### config.mk
export PLATFORM = sky130hd
export DESIGN_NAME = pc_sequencer
export DESIGN_NICKNAME = d
export VERILOG_FILES = /design/src/rtl/pc_pkg.sv /design/src/rtl/pc_next_sel.sv /design/src/rtl/pc_sequencer.sv
export SDC_FILE = /design/constraint.sdc
export NUM_CORES = 1
export LEC_CHECK = 0
export ABC_AREA = 1
export BUFFER_PORTS_ARGS = -buffer_cell sky130_fd_sc_hd__buf_2
export CORE_UTILIZATION = 55
export DETAILED_ROUTE_END_ITERATION = 7
export HOLD_SLACK_MARGIN = 0.08
export PLACE_DENSITY = 0.84
export SLEW_MARGIN = 20
export SYNTH_ARGS = -nofsm -noshare
export SYNTH_HDL_FRONTEND = slang
export SYNTH_SLANG_ARGS = --single-unit
export TNS_END_PERCENT = 20
### constraint.sdc
create_clock -name Clk -period 4.5 [get_ports Clk]
set_clock_uncertainty 0.15 [all_clocks]
set_input_delay 0.675 -clock Clk [delete_from_list [all_inputs] [get_ports Clk]]
set_output_delay 0.675 -clock Clk [all_outputs]
set_load 0.01 [all_outputs]
### src/rtl/pc_pkg.sv
// Shared types and constants for the program-counter / run-control stage.
package pc_pkg;

  localparam int PC_W  = 12;
  localparam int CNT_W = 16;

  // Assembler-facing program entry points, indexed by ProgSel
  localparam int ENTRY0_DEF = 0;
  localparam int ENTRY1_DEF = 150;
  localparam int ENTRY2_DEF = 620;
  localparam int ENTRY3_DEF = 0;

  typedef enum logic [1:0] {
    IDLE = 2'd0,
    RUN  = 2'd1,
    DONE = 2'd2
  } run_state_t;

endpackage

### src/rtl/pc_next_sel.sv
// Next-PC priority mux used while a program is running:
// halt/stall hold, then absolute jump, then relative branch, then sequential.
module pc_next_sel #(
  parameter int PC_W = 12
) (
  input  logic [PC_W-1:0] pc,
  input  logic            halt,
  input  logic            stall,
  input  logic            branch_abs,
  input  logic [PC_W-1:0] target,
  input  logic            branch_rel,
  input  logic [7:0]      offset,
  output logic [PC_W-1:0] pc_next
);

  logic [PC_W-1:0] offset_ext;

  // Sign-extend the 8-bit relative offset to PC width
  always_comb begin
    offset_ext = {{(PC_W-8){offset[7]}}, offset};
  end

  // Priority select; all arithmetic wraps modulo 2^PC_W
  always_comb begin
    pc_next = pc + PC_W'(1);
    if (halt || stall) begin
      pc_next = pc;
    end else if (branch_abs) begin
      pc_next = target;
    end else if (branch_rel) begin
      pc_next = pc + offset_ext;
    end
  end

endmodule

### src/rtl/pc_sequencer.sv
// Program counter and run control: IDLE/RUN/DONE sequencing, entry-point
// selection on Start, and a saturating count of cycles spent in RUN.
module pc_sequencer
  import pc_pkg::*;
#(
  parameter int PC_W   = pc_pkg::PC_W,
  parameter int ENTRY0 = pc_pkg::ENTRY0_DEF,
  parameter int ENTRY1 = pc_pkg::ENTRY1_DEF,
  parameter int ENTRY2 = pc_pkg::ENTRY2_DEF,
  parameter int ENTRY3 = pc_pkg::ENTRY3_DEF,
  parameter int CNT_W  = pc_pkg::CNT_W
) (
  input  logic             Clk,
  input  logic             Reset,
  input  logic             Start,
  input  logic [1:0]       ProgSel,
  input  logic             Halt,
  input  logic             Stall,
  input  logic             BranchAbs,
  input  logic [PC_W-1:0]  Target,
  input  logic             BranchRel,
  input  logic [7:0]       Offset,
  output logic [PC_W-1:0]  PC,
  output logic             Running,
  output logic             Done,
  output logic [CNT_W-1:0] CycleCount
);

  run_state_t       state_q, state_d;
  logic [PC_W-1:0]  pc_q, pc_d, pc_run, entry_pc;
  logic [CNT_W-1:0] cnt_q, cnt_d;

  pc_next_sel #(.PC_W(PC_W)) u_next_sel (
    .pc         (pc_q),
    .halt       (Halt),
    .stall      (Stall),
    .branch_abs (BranchAbs),
    .target     (Target),
    .branch_rel (BranchRel),
    .offset     (Offset),
    .pc_next    (pc_run)
  );

  // Entry point chosen by ProgSel, used whenever a run is (re)started
  always_comb begin
    case (ProgSel)
      2'd0:    entry_pc = PC_W'(ENTRY0);
      2'd1:    entry_pc = PC_W'(ENTRY1);
      2'd2:    entry_pc = PC_W'(ENTRY2);
      default: entry_pc = PC_W'(ENTRY3);
    endcase
  end

  // Next-state, next-PC and counter update; everything holds by default
  always_comb begin
    state_d = state_q;
    pc_d    = pc_q;
    cnt_d   = cnt_q;
    case (state_q)
      IDLE, DONE: begin
        if (Start) begin
          state_d = RUN;
          pc_d    = entry_pc;
          cnt_d   = '0;
        end
      end
      RUN: begin
        pc_d = pc_run;
        if (cnt_q != {CNT_W{1'b1}}) begin
          cnt_d = cnt_q + CNT_W'(1);
        end
        if (Halt) begin
          state_d = DONE;
        end
      end
      default: begin
        state_d = IDLE;
      end
    endcase
  end

  // State, PC and counter registers with asynchronous clear
  always_ff @(posedge Clk or posedge Reset) begin
    if (Reset) begin
      state_q <= IDLE;
      pc_q    <= '0;
      cnt_q   <= '0;
    end else begin
      state_q <= state_d;
      pc_q    <= pc_d;
      cnt_q   <= cnt_d;
    end
  end

  // Outputs come straight from registers so there is no input-to-output path
  always_comb begin
    PC         = pc_q;
    CycleCount = cnt_q;
    Running    = (state_q == RUN);
    Done       = (state_q == DONE);
  end

endmodule

==> metrics.md <==
| Metric | Value |
|---|---|
| Clk slew on worst S/H paths | 0.07 ns |
| Cts bufs inserted | 5 |
| Worst r2r src | state_q[0]$_DFFE_PP0P_ |
| Port buffer count | between 50 and 60 |
| Reg-to-reg endpoint | PC[2]$_DFFE_PP0P_ |
| First drt pass iteration count | 4 |
| Max-cap violations | 0 |
| GP Congestion | 0.880 |
| Worst Tran Pin Value | around 0.67 ns |
| Area leader, netlist | dfrtp_1 |
| P_int | around 0.00062 W |
| Final nets | 438 |
| Async set-reset flop share out of synthesis | 100% |
| Ant. Diodes | 0 |
| Cell repeated most along the worst path | nand2_1 |
| RSZ-0062 raised after global routing | no |
| Root buffer cell | clkbuf_8 |
| Worst-path maximum fanout | 10 |
| Pwr per Cell Area | 405 mW/mm2 |
| CTS tree | built |
| CP max stage delay | 0.39 ns |
| Syn nets | 377 |
| Post-CTS Setup Bufs | 0 |
| Mean Syn Cell Area | 6.79 um2 |
| All-layer global routing usage | 29.3% |
| Post-synthesis cell area | between 0.002 and 0.0025 mm2 |
| DRC | 0 |
| Syn. warnings | 0 |
| Synth Instances | between 300 and 400 |
| Post-synth top cells | 93 x nand2_1, 50 x inv_1, 40 x nor2_1 |
| Hold Vio Cnt, Final | 0 |
| Worst R2R Setup Slack | approximately 2.3 ns |
| Vias/cell | around 5.3 |
| I/O pin total | 59 |
| Count leader, synth | nand2_1 |
| Multiplexer share of the synthesized area | less than 1% |
| Largest family of logic cells by synthesized area | simple AND/OR/NAND/NOR gates |
| Post-layout min period | 2.35 ns |
| Worst EP required | 4.51 ns |
| DIE AREA | 0.00442 mm2 |
| Synth Area in Simple Gates | 32.2% |
| Clk Latency, worst-skew pair | roughly 0.29 ns |
| Worst path buffer plus inverter count | 3 |
| Initial Utilization | 57.2% |
| Pin count of the biggest net entering global routing | 31 |
| Crit end category | flop |
| Layout area overhead | 18.4% |
| Synth cell types | 34 |
| Chip height | 66.5 um |
| Result of the run | complete, no violations |
| CP Depth | 15 |
| DR WL/cell | 13.4 um |
| Logic pwr share | around 45% |
| Core region area | approximately 0.004 mm2 |
| Post-CTS Hold Buffers | 0 |
| First-iteration detailed-routing DRC count | 149 |
| Clock sinks | 30 |
| Kind of cell adding the most delay to the critical path | simple AND/OR/NAND/NOR gates |
| Critical Path Sink | PC[8]$_DFFE_PP0P_ |
| ANT nets after route | 0 |
| Htree depth | 2 |
| First-pass GRT wire length | 9.65 mm |
| Pins over their slew limit | 0 |
| Seq/Total Area, Yosys | 32.8% |
| Power, Total | 0.00110 W |
| Switching pwr | 0.000473 W |
| Final setup TNS | 0 ns |
| Post-DP HPWL | 4.54 mm |
| Static Leak | 1.48 nW |
| Xor/xnor cell area share of the yosys netlist | 4.59% |
| DP Cell Count | 441 |
| CP Cell Sequence | buf_2, nand2_1, ha_1, inv_1, fa_1, inv_1, nand3_1, nand2_1, nand2_1, nand2_1, nand2_1, nand3_1, nand2_1, nor2_1, o22ai_1 |
| Critical path startpoint category | input port |
| Seq pwr share | between 30% and 40% |
| Via count | between 2000 and 2500 |
| Placed cell area | between 0.002 and 0.003 mm2 |
| Resized Gates After CTS | 0 |
| Crit share post-route | a little over half |
| Reg2Reg Depth | 8 |
| Power share of the clock group | 21.3% |
| Max clock buf depth | 2 |
| FF+latch count, synth | 30 |
| F_max | 425 MHz |
| Top post-synthesis cells by area | dfrtp_1 33%, nand2_1 15%, inv_1 8.2%, nor2_1 6.6%, ha_1 5.5% |
| Crit path launch | BranchRel |
| GR Overflow Total | 0 |
| Yosys top cell area share | between 30 and 40% |
| Layout cell share with drive strength beyond 1 | 19.5% |
| Synth Area in Adders | 6.34% |
| Switching power share of the total | 43.1% |
| Crit path max-delay cell type | fa_1 |
| Vias in the first global route | 2192 |
| Synth Area in Compound Gates | 13.4% |
| Final instance area | around 0.0027 mm2 |
| Max IR drop VDD | 0.222 mV |
| Rows | 23 |
| Final std cells w/o fill | 449 |
| Post-synth EDFFs | 0 |
| Final WL | 6.00 mm |
| Hold Path Class | input port to asynchronous set/reset pin |
| Setup violators final | 0 |
| Die Wd | 66.5 um |
| Main synth FF type | dfrtp_1 |
| Relative slew slack | 55.3% |
| Initial antenna violation count | 0 |
| Crit path DAT | 2.36 ns |
| Critical path type | input port to flop |
## area by class of cell
type                    count  area [um2]
well taps                  50        62.6
multi-input cells         249        1310
clock buffers               7        86.3
flip-flops and latches     30         751
clock inverters             1        5.00
repair buffers             59         298
inverters                  53         204
fillers                   343        1290
## stage by stage
step	hold WS (ns)	setup WS [ns]	util (%)
6_report	0.305	2.15	67.8
5_1_grt	0.366	1.96	67.8
4_1_cts	0.316	2.17	67.8
3_5_place_dp	0.368	1.87	65.5
3_3_place_gp	0.365	1.96	65.5
2_1_floorplan	0.392	2.10	-
## cells by family after synthesis
family	after synthesis
compound gates	50
xor+xnor	12
fa+ha+maj	11
buf+inv	58
flops	30
mux	1
simple gates	175
## how the worst min path moves through the flow
stage / startpoint / end / cells after the start
6_report: Reset / PC[10]$_DFFE_PP0P_ / 3
5_1_grt: Reset / PC[6]$_DFFE_PP0P_ / 3
4_1_cts: Reset / CycleCount[1]$_DFFE_PP0P_ / 3
3_5_place_dp: PC[11]$_DFFE_PP0P_ / PC[11]$_DFFE_PP0P_ / 2
3_3_place_gp: PC[10]$_DFFE_PP0P_ / PC[10]$_DFFE_PP0P_ / 2
2_1_floorplan: PC[0]$_DFFE_PP0P_ / PC[0]$_DFFE_PP0P_ / 2
## cell usage in the layout (no fill, tap or decap), drive strengths merged
cell / n
nand2: 95
buf: 59
inv: 53
nor2: 44
dfrtp: 30
nand3: 24
a21oi: 16
o21ai: 15
ha: 10
xor2: 8
clkbuf: 7
o211ai: 6
nor3: 5
xnor2: 4
nand4: 4
o31ai: 4
a22oi: 3
o22ai: 3
nand3b: 2
mux2i: 1
a21o: 1
o21a: 1
or2: 1
a22o: 1
fa: 1
clkinv: 1
## layer usage
layer | vias up | track usage [%] | wire [um] | part of all wire (%)
li1 | 1207 | - | - | -
met1 | 1098 | 35.7 | 2630 | 44
met2 | 66 | 50.6 | 3010 | 50
met3 | 11 | 4.62 | 251 | 4.2
met4 | 0 | 13.0 | 110 | 1.8
met5 | - | 0 | 0 | 0
## worst reg2reg max path, delay by kind of cell, from the launching register on
kind	cells	cell delay (ns)
simple gates	3	0.67
buf+inv	3	0.59
flops	1	0.40
compound gates	2	0.34
## state kept, by name, summed over array words and instances (netlist names)
name        cells
CycleCount     16
state_q         2
PC             12
## power by group through the flow
stage          Sequential [W]  Combinational [W]  Clock [W]
2_1_floorplan        0.000390           0.000328          0
3_3_place_gp         0.000375           0.000473          0
3_5_place_dp         0.000376           0.000489          0
4_1_cts              0.000371           0.000492   0.000234
5_1_grt              0.000379           0.000559   0.000243
6_report             0.000371           0.000493   0.000234
No activity file was read; power rests on OpenSTA's default activity.
